<file path="src/rtl/b10_link_peer.sv">
// b10_link_peer: far-end station that receives vote words over RTR/CTS, buffers them in a FIFO
// and returns them over RTS/CTR. Optional handshake watchdog: define LINK_TIMEOUT_EN.
module b10_link_peer #(
  parameter int unsigned DEPTH      = 4,
  parameter logic [3:0]  REPLY_MASK = 4'b0000,
  parameter int unsigned TIMEOUT    = 15
) (
  input  logic                    CLOCK,
  input  logic                    RESET,
  input  logic                    ENABLE,
  input  logic                    CTS,
  input  logic [3:0]              V_OUT,
  input  logic                    CTR,
  output logic                    RTR,
  output logic                    RTS,
  output logic [3:0]              V_IN,
  output logic [$clog2(DEPTH):0]  FIFO_LEVEL,
  output logic                    TIMEOUT_ERR
);

  localparam int unsigned PTR_W = $clog2(DEPTH);
  localparam int unsigned LVL_W = PTR_W + 1;

  // Reject configurations the pointer arithmetic cannot represent.
  if (DEPTH < 2 || DEPTH > 16 || (DEPTH & (DEPTH - 1)) != 0 || TIMEOUT < 1) begin : g_bad_cfg
    $error("b10_link_peer: DEPTH must be a power of two in 2..16 and TIMEOUT >= 1");
  end

  typedef enum logic {
    RX_IDLE = 1'b0,
    RX_ACK  = 1'b1
  } rx_state_e;

  typedef enum logic [1:0] {
    TX_IDLE  = 2'd0,
    TX_SETUP = 2'd1,
    TX_REQ   = 2'd2,
    TX_DONE  = 2'd3
  } tx_state_e;

  rx_state_e        rx_state_q, rx_state_d;
  tx_state_e        tx_state_q, tx_state_d;
  logic             rtr_q, rtr_d;
  logic             rts_q, rts_d;
  logic [3:0]       v_in_q, v_in_d;
  logic [LVL_W-1:0] level_q, level_d;
  logic [PTR_W-1:0] wr_ptr_q, wr_ptr_d;
  logic [PTR_W-1:0] rd_ptr_q, rd_ptr_d;
  logic [3:0]       mem_q [DEPTH];

  logic push_c, pop_c, load_c, full_c, empty_c;
  logic rx_to_c, tx_to_c;

  assign full_c  = (level_q == LVL_W'(DEPTH));
  assign empty_c = (level_q == '0);
  // A push needs RTR already offered; a pop is the controller's CTR during the request.
  assign push_c  = (rx_state_q == RX_IDLE) && rtr_q && CTS;
  assign pop_c   = (tx_state_q == TX_REQ) && CTR;
  assign load_c  = (tx_state_q == TX_IDLE) && (tx_state_d == TX_SETUP);

`ifdef LINK_TIMEOUT_EN
  localparam int unsigned CNT_W = $clog2(TIMEOUT + 1);

  logic [CNT_W-1:0] rx_cnt_q, rx_cnt_d;
  logic [CNT_W-1:0] tx_cnt_q, tx_cnt_d;
  logic             err_q, err_d;

  // A timeout only fires when the normal exit condition is not present on the same edge.
  assign rx_to_c = (rx_state_q == RX_ACK) && CTS && (rx_cnt_q == CNT_W'(TIMEOUT - 1));
  assign tx_to_c = (tx_cnt_q == CNT_W'(TIMEOUT - 1)) &&
                   (((tx_state_q == TX_REQ) && !CTR) || ((tx_state_q == TX_DONE) && CTR));

  always_comb begin
    rx_cnt_d = '0;
    tx_cnt_d = '0;
    err_d    = err_q | rx_to_c | tx_to_c;
    if ((rx_state_q == RX_ACK) && (rx_state_d == rx_state_q)) begin
      rx_cnt_d = rx_cnt_q + CNT_W'(1);
    end
    if (((tx_state_q == TX_REQ) || (tx_state_q == TX_DONE)) && (tx_state_d == tx_state_q)) begin
      tx_cnt_d = tx_cnt_q + CNT_W'(1);
    end
  end

  always_ff @(posedge CLOCK or negedge RESET) begin
    if (!RESET) begin
      rx_cnt_q <= '0;
      tx_cnt_q <= '0;
      err_q    <= 1'b0;
    end else begin
      rx_cnt_q <= rx_cnt_d;
      tx_cnt_q <= tx_cnt_d;
      err_q    <= err_d;
    end
  end

  assign TIMEOUT_ERR = err_q;
`else
  assign rx_to_c     = 1'b0;
  assign tx_to_c     = 1'b0;
  assign TIMEOUT_ERR = 1'b0;
`endif

  // State and registered-output storage.
  always_ff @(posedge CLOCK or negedge RESET) begin
    if (!RESET) begin
      rx_state_q <= RX_IDLE;
      tx_state_q <= TX_IDLE;
      rtr_q      <= 1'b0;
      rts_q      <= 1'b0;
      v_in_q     <= 4'b0000;
      level_q    <= '0;
      wr_ptr_q   <= '0;
      rd_ptr_q   <= '0;
    end else begin
      rx_state_q <= rx_state_d;
      tx_state_q <= tx_state_d;
      rtr_q      <= rtr_d;
      rts_q      <= rts_d;
      v_in_q     <= v_in_d;
      level_q    <= level_d;
      wr_ptr_q   <= wr_ptr_d;
      rd_ptr_q   <= rd_ptr_d;
    end
  end

  // Word storage carries no reset; occupancy is tracked by the pointers and level.
  always_ff @(posedge CLOCK) begin
    if (push_c) begin
      mem_q[wr_ptr_q] <= V_OUT;
    end
  end

  // RX next state.
  always_comb begin
    rx_state_d = rx_state_q;
    case (rx_state_q)
      RX_IDLE: if (push_c) rx_state_d = RX_ACK;
      RX_ACK:  if (!CTS || rx_to_c) rx_state_d = RX_IDLE;
      default: rx_state_d = RX_IDLE;
    endcase
  end

  // TX next state.
  always_comb begin
    tx_state_d = tx_state_q;
    case (tx_state_q)
      TX_IDLE:  if (ENABLE && !empty_c) tx_state_d = TX_SETUP;
      TX_SETUP: tx_state_d = TX_REQ;
      TX_REQ: begin
        if (CTR) begin
          tx_state_d = TX_DONE;
        end else if (tx_to_c) begin
          tx_state_d = TX_IDLE;
        end
      end
      TX_DONE:  if (!CTR || tx_to_c) tx_state_d = TX_IDLE;
      default:  tx_state_d = TX_IDLE;
    endcase
  end

  // Output and FIFO bookkeeping; RTR is withdrawn on the accepting edge itself.
  always_comb begin
    rtr_d    = 1'b0;
    rts_d    = 1'b0;
    v_in_d   = v_in_q;
    level_d  = level_q + LVL_W'(push_c) - LVL_W'(pop_c);
    wr_ptr_d = wr_ptr_q + PTR_W'(push_c);
    rd_ptr_d = rd_ptr_q + PTR_W'(pop_c);
    if ((rx_state_q == RX_IDLE) && ENABLE && !full_c && !push_c) begin
      rtr_d = 1'b1;
    end
    if (tx_state_d == TX_REQ) begin
      rts_d = 1'b1;
    end
    if (load_c) begin
      v_in_d = mem_q[rd_ptr_q] ^ REPLY_MASK;
    end
  end

  assign RTR        = rtr_q;
  assign RTS        = rts_q;
  assign V_IN       = v_in_q;
  assign FIFO_LEVEL = level_q;

endmodule
</file>
<file path="config.mk">
export PLATFORM = sky130hd
export DESIGN_NAME = b10_link_peer
export DESIGN_NICKNAME = d
export VERILOG_FILES = /design/src/rtl/b10_link_peer.sv
export SDC_FILE = /design/constraint.sdc
export NUM_CORES = 1
export LEC_CHECK = 0
export BUFFER_PORTS_ARGS = -buffer_cell sky130_fd_sc_hd__buf_2
export CORE_ASPECT_RATIO = 0.6
export CORE_MARGIN = 5
export CORE_UTILIZATION = 40
export DETAILED_ROUTE_END_ITERATION = 7
export MAX_ROUTING_LAYER = met4
export PLACE_DENSITY = 0.63
export SLEW_MARGIN = 0
export SYNTH_ARGS = -nofsm -noshare
export SYNTH_HDL_FRONTEND = slang
export SYNTH_SLANG_ARGS = --single-unit
</file>
<file path="constraint.sdc">
create_clock -name CLOCK -period 2.9 [get_ports CLOCK]
set_input_delay 0.145 -clock CLOCK [delete_from_list [all_inputs] [get_ports CLOCK]]
set_output_delay 0.145 -clock CLOCK [all_outputs]
set_load 0.02 [all_outputs]
</file>
==> summary.md <==
| Metric | Value |
|---|---|
| GPL Wtd Cong | `0.651` |
| Die Span Y | `54.1 um` |
| Ranking of synthesized cells by area | `edfxtp_1 37%, dfrtp_1 31%, mux4_2 7.0%` |
| CP max FO | `5` |
| Drt wl/cell | `15.3 um` |
| First-pass GRT wire length | `3.64 mm` |
| FF+latch count, synth | `32` |
| Area growth syn-to-layout | `19.3%` |
| Slew HR | `48.8%` |
| Post-synth EDFFs | `16` |
| Worst Clk Skew | `0.0101 ns` |
| PnR worst setup slack | `0.989 ns` |
| Filler instances | `276` |
| Antenna-violating nets left | `0` |
| Clock Latency Late Sink | `0.28 ns` |
| Area share of the largest cell type after synthesis | `37.1%` |
| Least-Margin Pin Slew | `0.766 ns` |
| Fin crit period | `1.91 ns` |
| Worst vdd ir | `0.000343 V` |
| ANT cells | `0` |
| Commonest non-fill, non-tap cells in the layout | `17 x buf_2, 16 x dfrtp_1, 16 x edfxtp_1, 8 x nor2_1, 7 x clkbuf_8` |
| Final count of negative-setup-slack endpoints | `0` |
| DIE WIDTH | `83.5 um` |
| CTS sink cnt | `32` |
| DR pass1 iterations | `4` |
| Hold Path Class | `primary input to flip-flop` |
| Fin crit share | `65.9%` |
| Post-synthesis sequential area ratio | `68.0%` |
| Max_cap viols | `0` |
| Layout cells sized above 1 | `35.0%` |
| Worst Setup End Kind | `flip-flop` |
| CTS buffer count | `5` |
| Pre-CTS WS | `1.01 ns` |
| Gr usage total | `12.1%` |
| CTS tree | `built` |
| Clock Tree Root | `clkbuf_8` |
| Vias/cell | `4.66` |
| Core ar. | `0.00318 mm^2` |
| Synthesized instance count | `77` |
| Fmax | `0.523 GHz` |
| RSZ-0062 raised after global routing | `no` |
| Power per cell area | `1050 mW/mm^2` |
| Main synth FF type | `edfxtp_1` |
| Slew Viols, Final | `0` |
| Arrival time at the worst endpoint | `2.10 ns` |
| Commonest non-fill, non-tap cell in the layout | `buf_2` |
| Post-synth top area cell | `edfxtp_1` |
| Starting Density | `40.7%` |
| GRT overflow | `0` |
| TNS Setup | `0 ns` |
| Synthesized area | `0.00129 mm^2` |
| Status | `completed` |
| Post-CTS resize count | `0` |
| Initial antenna violation count | `0` |
| Async SR Flop Fraction | `50.0%` |
| Largest net degree at the start of global routing | `17` |
| Die area | `0.00451 mm^2` |
| Drt total wl | `2.23 mm` |
| FP Rows | `16` |
| I/O pins | `19` |
| DRC viols | `0` |
| 1st-iter DRT viols | `31` |
| CP startpoint kind | `flip-flop` |
| CP Data Required Time | `3.09 ns` |
| Synth Net Count | `89` |
| Synth cell types | `25` |
| Post-CTS setup buffers | `0` |
| Critical path class | `flip-flop to flip-flop` |
| Max H-tree Level | `2` |
| NumNets Final | `111` |
| Total number of vias | `676` |
| Syn avg cell area | `16.8 um^2` |
| Dpl hpwl | `1.64 mm` |
| Leak | `0.651 nW` |
| Clock transition at path regs | `0.07 ns` |
| Number of global-route vias before repair | `706` |
| Final Hold Violating Endpoints | `0` |
| YS warnings | `0` |
| PortBufs | `17` |
| Clock Path Buffers | `2` |
cell usage after synthesis, drive strengths merged (2+ instances only):
cell type / count
dfrtp: 16
edfxtp: 16
nor2: 8
mux2: 5
mux4: 4
xnor2: 4
inv: 3
and3b: 2
buf: 2
ha: 2
nand2: 2
xor2: 2
cell type report:
class | instances | area [um^2] | share of cell area [%]
clock buffers | 8 | 121 | 7.85
multi-input cells | 39 | 380 | 24.6
repair buffers | 18 | 95.1 | 6.15
flip-flops and latches | 32 | 881 | 57.0
inverters | 3 | 11.3 | 0.729
well taps | 45 | 56.3 | 3.64
cell families after synthesis:
family                   Yosys count  share of synthesized area (%)
XOR/XNOR                           6                           4.06
AO/OA/AOI/OAI                      4                           2.71
multiplexers                       9                           12.5
flip-flops                        32                           68.0
other                              1                          0.290
buffers and inverters              6                           2.61
AND/OR/NAND/NOR                   16                           6.38
adder cells (fa/ha/maj)            3                           3.48
state kept, by name, summed over array words and instances (netlist names):
name and count:
wr_ptr_q 2, mem_q 16, RTR 1, RTS 1, rx_state_q 1, FIFO_LEVEL 3, tx_state_q 2, V_IN 4
rd_ptr_q 2
repair_timing:
| action | 4_1_cts | 5_1_grt |
|---|---|---|
| hold endpoints to repair | 16 | 0 |
| hold buffers | 1 | 0 |
| endpoints found under the setup margin | 0 | 0 |
worst paths after layout:
kind | slack [ns] | endpoint | depth (start not counted) | start
max in group asynchronous | 2.32 | FIFO_LEVEL[2] | 2 | RESET
worst max-delay path | 0.99 | FIFO_LEVEL[2] | 7 | tx_state_q[0]
min in group asynchronous | 0.30 | RTS | 2 | RESET
worst max register to register | 0.99 | FIFO_LEVEL[2] | 7 | tx_state_q[0]
worst min register to register | 0.51 | rx_state_q | 1 | rx_state_q
worst min-delay path | 0.08 | mem_q[2][2] | 1 | V_OUT[2]
routing by layer:
metal / share of wire, % / vias to the layer above / global-route usage (%)
li1: - / 316 / -
met1: 47 / 345 / 14.5
met2: 47 / 13 / 17.3
met3: 4.8 / 2 / 6.88
met4: 0.36 / 0 / 4.01
met5: 0 / - / -
power by group:
| part | total (mW) | switching [mW] | internal, mW |
|---|---|---|---|
| clock | 0.427 | 0.159 | 0.268 |
| sequential | 0.732 | 0.129 | 0.603 |
| combinational | 0.471 | 0.229 | 0.242 |
metrics by stage:
| step | hold slack, ns | cell area [um^2] | power [mW] | utilization [%] | std cells |
|---|---|---|---|---|---|
| final | 0.0761 | 1550 | 1.63 | 48.5 | 145 |
| after global routing | 0.0639 | 1550 | 1.74 | 48.5 | 145 |
| after CTS | 0.0696 | 1550 | 1.65 | 48.5 | 145 |
| after detailed placement | 0.0812 | 1410 | 1.22 | 44.4 | 136 |
| after global placement | 0.0754 | 1410 | 1.19 | 44.4 | 136 |
| after floorplan | -0.151 | 1290 | 1.08 | - | 77 |
worst max-delay path, cell delays in order, from the launching register on:
cell and delay, ns:
dfrtp_1 0.42, nand3b_1 0.28, xnor2_1 0.22, ha_1 0.17, inv_1 0.04, fa_1 0.37, xnor2_1 0.17, xnor2_1 0.15
No activity file was read; power rests on OpenSTA's default activity.
